--- src/rtl/ioctl_upload_ctrl.sv ---
// HPS upload bridge: pauses the game core, then serves byte reads from the game RAM
// second port with a fixed read latency, padding out-of-window addresses with 0xFF.
module ioctl_upload_ctrl #(
    parameter int unsigned AW     = 14,
    parameter int unsigned SIZE   = 1024,
    parameter int unsigned RD_LAT = 2
) (
    input  logic          clk,
    input  logic          reset,
    input  logic          ioctl_upload,
    input  logic          ioctl_rd,
    input  logic [AW-1:0] ioctl_addr,
    output logic [7:0]    ioctl_din,
    output logic          ioctl_wait,
    output logic          pause_req,
    input  logic          pause_ack,
    output logic [AW-1:0] mem_addr,
    output logic          mem_rd,
    input  logic [7:0]    mem_data,
    output logic          done,
    output logic [AW:0]   byte_count
);

    typedef enum logic [1:0] {StIdle, StPause, StReady, StFetch} state_e;

    localparam logic [AW:0] SizeLim = (AW + 1)'(SIZE);
    localparam logic [2:0]  LatInit = 3'(RD_LAT);

    state_e          state_q, state_d;
    logic            upload_q;
    logic [2:0]      cnt_q, cnt_d;
    logic [7:0]      din_q, din_d;
    logic [AW:0]     count_q, count_d;
    logic [AW:0]     count_inc;
    logic [AW-1:0]   mem_addr_q, mem_addr_d;
    logic            mem_rd_q, mem_rd_d;
    logic            done_q, done_d;
    logic            in_range;

    assign in_range  = ({1'b0, ioctl_addr} < SizeLim);
    assign count_inc = (&count_q) ? count_q : count_q + (AW + 1)'(1);

    // upload_q resets high so a level already present at reset release is not a start edge
    always_ff @(posedge clk or posedge reset) begin
        if (reset) begin
            state_q    <= StIdle;
            upload_q   <= 1'b1;
            cnt_q      <= '0;
            din_q      <= '0;
            count_q    <= '0;
            mem_addr_q <= '0;
            mem_rd_q   <= 1'b0;
            done_q     <= 1'b0;
        end else begin
            state_q    <= state_d;
            upload_q   <= ioctl_upload;
            cnt_q      <= cnt_d;
            din_q      <= din_d;
            count_q    <= count_d;
            mem_addr_q <= mem_addr_d;
            mem_rd_q   <= mem_rd_d;
            done_q     <= done_d;
        end
    end

    always_comb begin
        state_d    = state_q;
        cnt_d      = cnt_q;
        din_d      = din_q;
        count_d    = count_q;
        mem_addr_d = mem_addr_q;
        mem_rd_d   = 1'b0;
        done_d     = 1'b0;
        case (state_q)
            StIdle: begin
                if (ioctl_upload && !upload_q) begin
                    state_d = StPause;
                    count_d = '0;
                end
            end
            StPause: begin
                if (!ioctl_upload) begin
                    state_d = StIdle;
                    done_d  = 1'b1;
                end else if (pause_ack) begin
                    state_d = StReady;
                end
            end
            StReady: begin
                if (!ioctl_upload) begin
                    state_d = StIdle;
                    done_d  = 1'b1;
                end else if (ioctl_rd) begin
                    if (in_range) begin
                        mem_addr_d = ioctl_addr;
                        mem_rd_d   = 1'b1;
                        cnt_d      = LatInit;
                        state_d    = StFetch;
                    end else begin
                        din_d   = 8'hFF;
                        count_d = count_inc;
                    end
                end
            end
            StFetch: begin
                // an abort drops the in-flight byte; din and count keep their values
                if (!ioctl_upload) begin
                    state_d = StIdle;
                    done_d  = 1'b1;
                end else if (cnt_q == 3'd0) begin
                    din_d   = mem_data;
                    count_d = count_inc;
                    state_d = StReady;
                end else begin
                    cnt_d = cnt_q - 3'd1;
                end
            end
            default: state_d = StIdle;
        endcase
    end

    assign pause_req  = (state_q != StIdle);
    assign ioctl_wait = (state_q == StPause) || (state_q == StFetch);
    assign ioctl_din  = din_q;
    assign byte_count = count_q;
    assign mem_addr   = mem_addr_q;
    assign mem_rd     = mem_rd_q;
    assign done       = done_q;

endmodule

--- config.mk ---
export PLATFORM = sky130hd
export DESIGN_NAME = ioctl_upload_ctrl
export DESIGN_NICKNAME = d
export VERILOG_FILES = /design/src/rtl/ioctl_upload_ctrl.sv
export SDC_FILE = /design/constraint.sdc
export NUM_CORES = 1
export LEC_CHECK = 0
export ABC_CLOCK_PERIOD_IN_PS = 3200
export BUFFER_PORTS_ARGS = -buffer_cell sky130_fd_sc_hd__buf_4
export CORE_MARGIN = 2
export CORE_UTILIZATION = 50
export CTS_CLUSTER_SIZE = 8
export DETAILED_ROUTE_END_ITERATION = 12
export PLACE_DENSITY_LB_ADDON = 0.2
export SKIP_LAST_GASP = 1
export SLEW_MARGIN = 20
export SYNTH_ARGS = -nofsm -noshare
export SYNTH_HDL_FRONTEND = slang
export SYNTH_SLANG_ARGS = --single-unit
--- constraint.sdc ---
create_clock -name clk -period 3.2 [get_ports clk]
set_input_delay 0.32 -clock clk [delete_from_list [all_inputs] [get_ports clk]]
set_output_delay 0.32 -clock clk [all_outputs]
set_load 0.05 [all_outputs]
==> impl_metrics.py, run 1 <==
metrics = {
    "die": {
        "die_width_um": 68.9,
        "num_rows": 23,
        "die_h_um": 68.9,
        "io_pins": 68,
        "core-area_um2": 4030,
        "die-area_um2": 4740,
        "initial_core_util_pct": 52.2,
    },
    "place": {
        "dp_hpwl_um": 3190,
        "place_area_um2": 2630,
        "placed_cells": 315,
        "dp_slack_ns": 0.642,
        "gp_congestion": 0.788,
        "io_buffers": 67,
    },
    "finish": {
        "nFillCells": 329,
        "nets": 302,
        "final_cells": 323,
        "syn2layout_area_growth_pct": 30.0,
        "fin_area_um2": 2730,
        "final_common_cell": "buf_4",
        "final_cell_mix": "70 x buf_4, 44 x dfrtp_1, 27 x o21ai_0",
        "antenna_cells": 0,
        "layout-drive-gt1-share_pct": 34.8,
    },
    "worst_setup_path": {
        "cp_max_fo": 15,
        "critPathKind": "flop to flop",
        "regToRegSetupSlack_ns": 0.64,
        "cp-end-kind": "flop",
        "cp-start-kind": "flop",
        "worstPathArrival_ns": 2.74,
        "cp.required_ns": 3.38,
    },
    "yosys": {
        "synth-warning-count": 0,
        "synth_seq_cells": 45,
        "synth.cell_area_um2": 2100,
        "ys_types": 37,
        "ys_seq_area_share_pct": 53.6,
        "avgSynthCellArea_um2": 10.2,
        "post_synth_inst_count": 206,
        "syn-num-nets": 236,
    },
    "power": {
        "p_leak_uw": 0.00136,
        "power_density_nw_per_um2": 586,
        "ir_drop_mv": 0.423,
    },
    "clocking": {
        "cts_buffer_depth": 2,
        "cts_hold_buf": 0,
        "cts_buffers": 5,
        "cts_tree": "done",
        "cts_root_buf": "clkbuf_8",
        "clock-sinks": 45,
        "post_cts_resized": 0,
        "insertion_delay_ns": 0.29,
        "postCtsSetupBuffers": 0,
        "clk_pin_slew_ns": 0.08,
        "cts-htree-levels": 2,
    },
    "global_route": {
        "grt-ovfl-total": 0,
        "grt_pass1_wl_um": 7100,
        "grt_max_degree": 27,
        "antenna_found_initial": 0,
        "grt_util_all_layers_pct": 20.2,
        "grt_pass1_vias": 1559,
    },
    "timing": {
        "layout_setup_ws_ns": 0.643,
        "worstMarginPinSlew_ns": 0.730,
        "min_period_ns": 2.56,
        "relSlewSlack_pct": 51.0,
        "hold_viol": 0,
        "clock.fmax_mhz": 391,
        "timing.final.crit_share_pct": 79.9,
        "drv_slew": 0,
        "setup_viol": 0,
        "holdWs_ns": 0.0596,
        "fin_worst_skew_ns": 0.00622,
        "fin_setup_tns_ns": 0,
        "rsz0062_at_grt": "no",
    },
    "route": {
        "route.detailed.drc": 0,
        "wl_met1_um": 2010,
        "vias": 1729,
        "drt_wl_total_um": 4410,
        "highest_layer": "met4",
        "wl_met2_um": 2010,
        "drtIter0Drc": 76,
        "viasPerCell": 5.35,
        "postRouteAntennaNets": 0,
        "first_pass_iters": 5,
        "met3WireLength_um": 335,
        "routedWlPerCell_um": 13.6,
    },
    "status": {
        "status": "complete, no violations",
    },
    "min_path": {
        "holdCritPathClass": "primary input to asynchronous set/reset pin",
    },
    "flow_run": {
        "cap_violations": 0,
    },
}
[layer usage]
metal	vias up	track usage, %
met3	4	5.19
met5	-	0
met2	59	31.9
li1	865	-
met4	0	5.88
met1	801	27.7
[worst max-delay path: stages, from the launching register on]
cell and delay [ns]:
dfrtp_1 0.48, or4b_1 0.56, or4b_4 0.54, or2_1 0.47
mux2_4 0.39
[cells by family after synthesis]
family,Yosys count,synth area share [%]
AND/OR/NAND/NOR,75,18.0
AO/OA/AOI/OAI,54,15.9
flip-flops,45,53.6
buffers and inverters,19,4.52
multiplexers,10,6.25
adder cells (fa/ha/maj),3,1.78
[path summary, 6_finish.rpt]
path | from | endpoint | depth (start not counted)
worst min register to register | ioctl_din[5]$_DFFE_PP0P_ | ioctl_din[5]$_DFFE_PP0P_ | 2
max in group asynchronous | reset | upload_q$_DFF_PP1_ | 3
worst max register to register | state_q[0]$_DFFE_PP0P_ | mem_addr[7]$_DFFE_PP0P_ | 4
worst max-delay path | state_q[0]$_DFFE_PP0P_ | mem_addr[7]$_DFFE_PP0P_ | 4
min in group clk | ioctl_upload | upload_q$_DFF_PP1_ | 1
worst min-delay path | reset | mem_rd$_DFF_PP0_ | 2
[sequential cells by signal (all words and copies together), names as in the netlist]
| register | cells |
|---|---|
| byte_count | 15 |
| cnt_q | 3 |
| done | 1 |
| ioctl_din | 8 |
| mem_addr | 14 |
| mem_rd | 1 |
| state_q | 2 |
| upload_q | 1 |
[through the flow]
step | util (%) | power (uW)
after floorplan | - | 1040
after global placement | 65.2 | 1200
after detailed placement | 65.2 | 1200
after CTS | 67.9 | 1620
after global routing | 67.9 | 1690
final | 67.9 | 1600
[synth_stat cells, drive strengths merged]
master   n  area share (%)
o31ai    8             2.9
o21a     2            0.71
nand2b   2            0.59
ha       3             1.8
inv      7             1.2
nand3   11             2.6
nand3b   1            0.36
or4b     2             1.1
nor4     1            0.30
a22o     1            0.48
o21ai   27             6.4
o211ai   4             1.4
or3      2            0.59
and2     7             2.2
or4      1            0.36
nand2   21             3.7
nor3     1            0.24
nand4    4             1.2
nor2    16             2.9
o41ai    2            0.83
dfrtp   44              52
mux2    10             6.2
a41oi    1            0.42
a31oi    6             1.8
a21oi    2            0.48
clkbuf   9             1.6
and3     3            0.89
clkinv   1            0.18
buf      2             1.5
dfstp    1             1.2
or2      3            0.89
o31a     1            0.48
[power by group]
part	internal, uW	total [uW]	switching, uW
Combinational	158	499	341
Clock	232	414	182
Sequential	645	690	44.6
[cell type report]
class,count,area [um^2],share of cell area (%)
Clock buffer,6,72.6,2.65
Inverter,8,30.0,1.10
Clock inverter,2,35.0,1.28
Timing Repair Buffer,70,526,19.2
Multi-Input combinational cell,142,881,32.2
Tap cell,50,62.6,2.29
Sequential cell,45,1130,41.2
Power figures use the tool's default switching activity.
==> run 2, diff against run 1 <==
ABC_CLOCK_PERIOD_IN_PS = 2240   (was 3200)
CORE_UTILIZATION = 45   (was 50)
clock period = 2.24 ns   (was 3.2 ns; I/O delays follow)
==> run 2 against run 1 <==
  * Fmax grew 19%
  * Combinational power grew 47%
  * Count of clock-buffer cells in the layout grew 2
  * Critical path type unchanged
  * Critical endpoint unchanged
==> impl_metrics.py, run 2 (synthesized netlist as in run 1, its figures left out) <==
metrics = {
    "finish": {
        "nFillCells": 348,
        "utilization_pct": 63.6,
        "final_cells": 333,
        "final_common_cell": "buf_4",
        "syn2layout_area_growth_pct": 33.5,
        "fin_area_um2": 2810,
        "nets": 310,
        "final_cell_mix": "77 x buf_4, 38 x dfrtp_1, 27 x o21ai_0",
        "layout-drive-gt1-share_pct": 39.1,
        "largest_reg_flops": 15,
        "antenna_cells": 0,
    },
    "die": {
        "die_h_um": 72.4,
        "num_rows": 24,
        "die_width_um": 72.4,
        "io_pins": 68,
        "initial_core_util_pct": 47.6,
        "core-area_um2": 4410,
        "die-area_um2": 5240,
    },
    "power": {
        "ir_drop_mv": 0.691,
        "fin_total_pwr_uw": 2190,
        "power_density_nw_per_um2": 780,
        "p_leak_uw": 0.00138,
    },
    "worst_setup_path": {
        "r2r-start": "state_q[0]$_DFFE_PP0P_",
        "critical-path-max-stage-delay_ns": 0.50,
        "cp_max_fo": 15,
        "cp-end-kind": "flop",
        "cp_cell_sequence": "or4b_4, or4b_4, or2_4, mux2_4",
        "cp-start-kind": "flop",
        "cpLargestDelayFamily": "simple AND/OR/NAND/NOR gates",
        "cp_slowest_cell": "or4b_4",
        "r2r_cells": 4,
        "r2r-end": "mem_addr[7]$_DFFE_PP0P_",
        "critPathKind": "flop to flop",
        "cp_num_buf_inv": 0,
        "cp.required_ns": 2.41,
        "worstPathArrival_ns": 2.33,
        "crit_top_cell": "or4b_4",
        "regToRegSetupSlack_ns": 0.08,
    },
    "place": {
        "gp_congestion": 0.787,
        "placed_cells": 325,
        "io_buffers": 67,
        "dp_hpwl_um": 3370,
        "place_area_um2": 2730,
        "dp_slack_ns": -0.00412,
    },
    "global_route": {
        "grt-ovfl-total": 0,
        "grt_util_all_layers_pct": 19.2,
        "antenna_found_initial": 0,
        "grt_pass1_wl_um": 7930,
        "grt_pass1_vias": 1768,
        "grt_max_degree": 46,
    },
    "timing": {
        "drv_slew": 0,
        "setup_viol": 0,
        "hold_viol": 0,
        "relSlewSlack_pct": 62.4,
        "worstMarginPinSlew_ns": 0.563,
        "timing.final.crit_share_pct": 96.3,
        "min_period_ns": 2.16,
        "rsz0062_at_grt": "no",
        "layout_setup_ws_ns": 0.0825,
        "clock.fmax_mhz": 463,
        "fin_worst_skew_ns": 0.00402,
    },
    "clocking": {
        "clock-sinks": 45,
        "clk_pin_slew_ns": 0.08,
        "cts_hold_buf": 0,
        "cts_tree": "done",
        "cts_root_buf": "clkbuf_8",
        "cts_buffer_depth": 2,
        "insertion_delay_ns": 0.28,
        "cts_buffers": 5,
        "cts-htree-levels": 2,
    },
    "route": {
        "route.detailed.drc": 0,
        "drtIter0Drc": 59,
        "vias": 1803,
        "first_pass_iters": 4,
        "drt_wl_total_um": 4650,
        "viasPerCell": 5.41,
        "postRouteAntennaNets": 0,
        "routedWlPerCell_um": 14.0,
    },
    "flow_run": {
        "cap_violations": 0,
    },
    "min_path": {
        "holdCritPathClass": "primary input to asynchronous set/reset pin",
    },
    "status": {
        "status": "complete, no violations",
    },
}
run 2: cell count changes in the layout (fill, tap and decap cells not counted), moves of 2 or more:
| cell | change |
|---|---|
| buf_4 | +7 |
| dfrtp_1 | -6 |
| clkbuf_1 | +2 |
| dfrtp_2 | +6 |
run 2: worst max path at each step:
stage | to | start | slack [ns] | cells after the start
2_1_floorplan | mem_addr[3]$_DFFE_PP0P_ | state_q[0]$_DFFE_PP0P_ | 0.009 | 6
3_3_place_gp | mem_addr[3]$_DFFE_PP0P_ | ioctl_addr[13] | 0.05 | 6
3_5_place_dp | mem_addr[3]$_DFFE_PP0P_ | ioctl_addr[13] | -0.004 | 6
4_1_cts | mem_addr[3]$_DFFE_PP0P_ | state_q[0]$_DFFE_PP0P_ | 0.009 | 5
5_1_grt | cnt_q[2]$_DFFE_PP0P_ | state_q[0]$_DFFE_PP0P_ | 0.005 | 6
6_report | mem_addr[7]$_DFFE_PP0P_ | state_q[0]$_DFFE_PP0P_ | 0.08 | 4
run 2: layer usage:
| metal | vias up | wire (um) | GRT usage (%) | share of wire (%) |
|---|---|---|---|---|
| met1 | 848 | 2080 | 25.1 | 45 |
| met4 | 0 | 42 | 5.45 | 0.90 |
| met3 | 6 | 372 | 6.11 | 8.0 |
| met2 | 64 | 2150 | 30.7 | 46 |
| li1 | 885 | - | - | - |
| met5 | - | 0 | 0 | 0 |
run 2: per-stage QoR:
stage | hold WS (ns) | setup TNS, ns
3_5_place_dp | 0.375 | -0.00677
6_report | 0.0752 | 0
2_1_floorplan | 0.228 | 0
3_3_place_gp | 0.377 | 0
5_1_grt | 0.0557 | 0
4_1_cts | 0.0650 | 0
run 2: cell type report:
type                       count  area (um^2)  share of cell area (%)
sequential                    45         1130                    40.4
inverter                       8         30.0                    1.07
tap                           52         65.1                    2.32
clock buffer                   8         80.1                    2.85
timing repair buffer          78          598                    21.3
multi-input combinational    142          900                    32.0
run 2: power breakdown:
part / switching (uW) / internal [uW]
registers: 69.3 / 923
logic: 494 / 239
clock network: 243 / 222
run 2: worst min-delay path: stages:
cell and delay, ns:
buf_4 0.11, clkinv_1 0.03, buf_4 0.46
run 2: what timing repair did:
item | CTS | global route
resized for setup | 1 | 1
pin swaps | 0 | 0
setup endpoints to repair | 3 | 11
buffers inserted | 0 | 1
endpoints found under the hold margin | 0 | 0
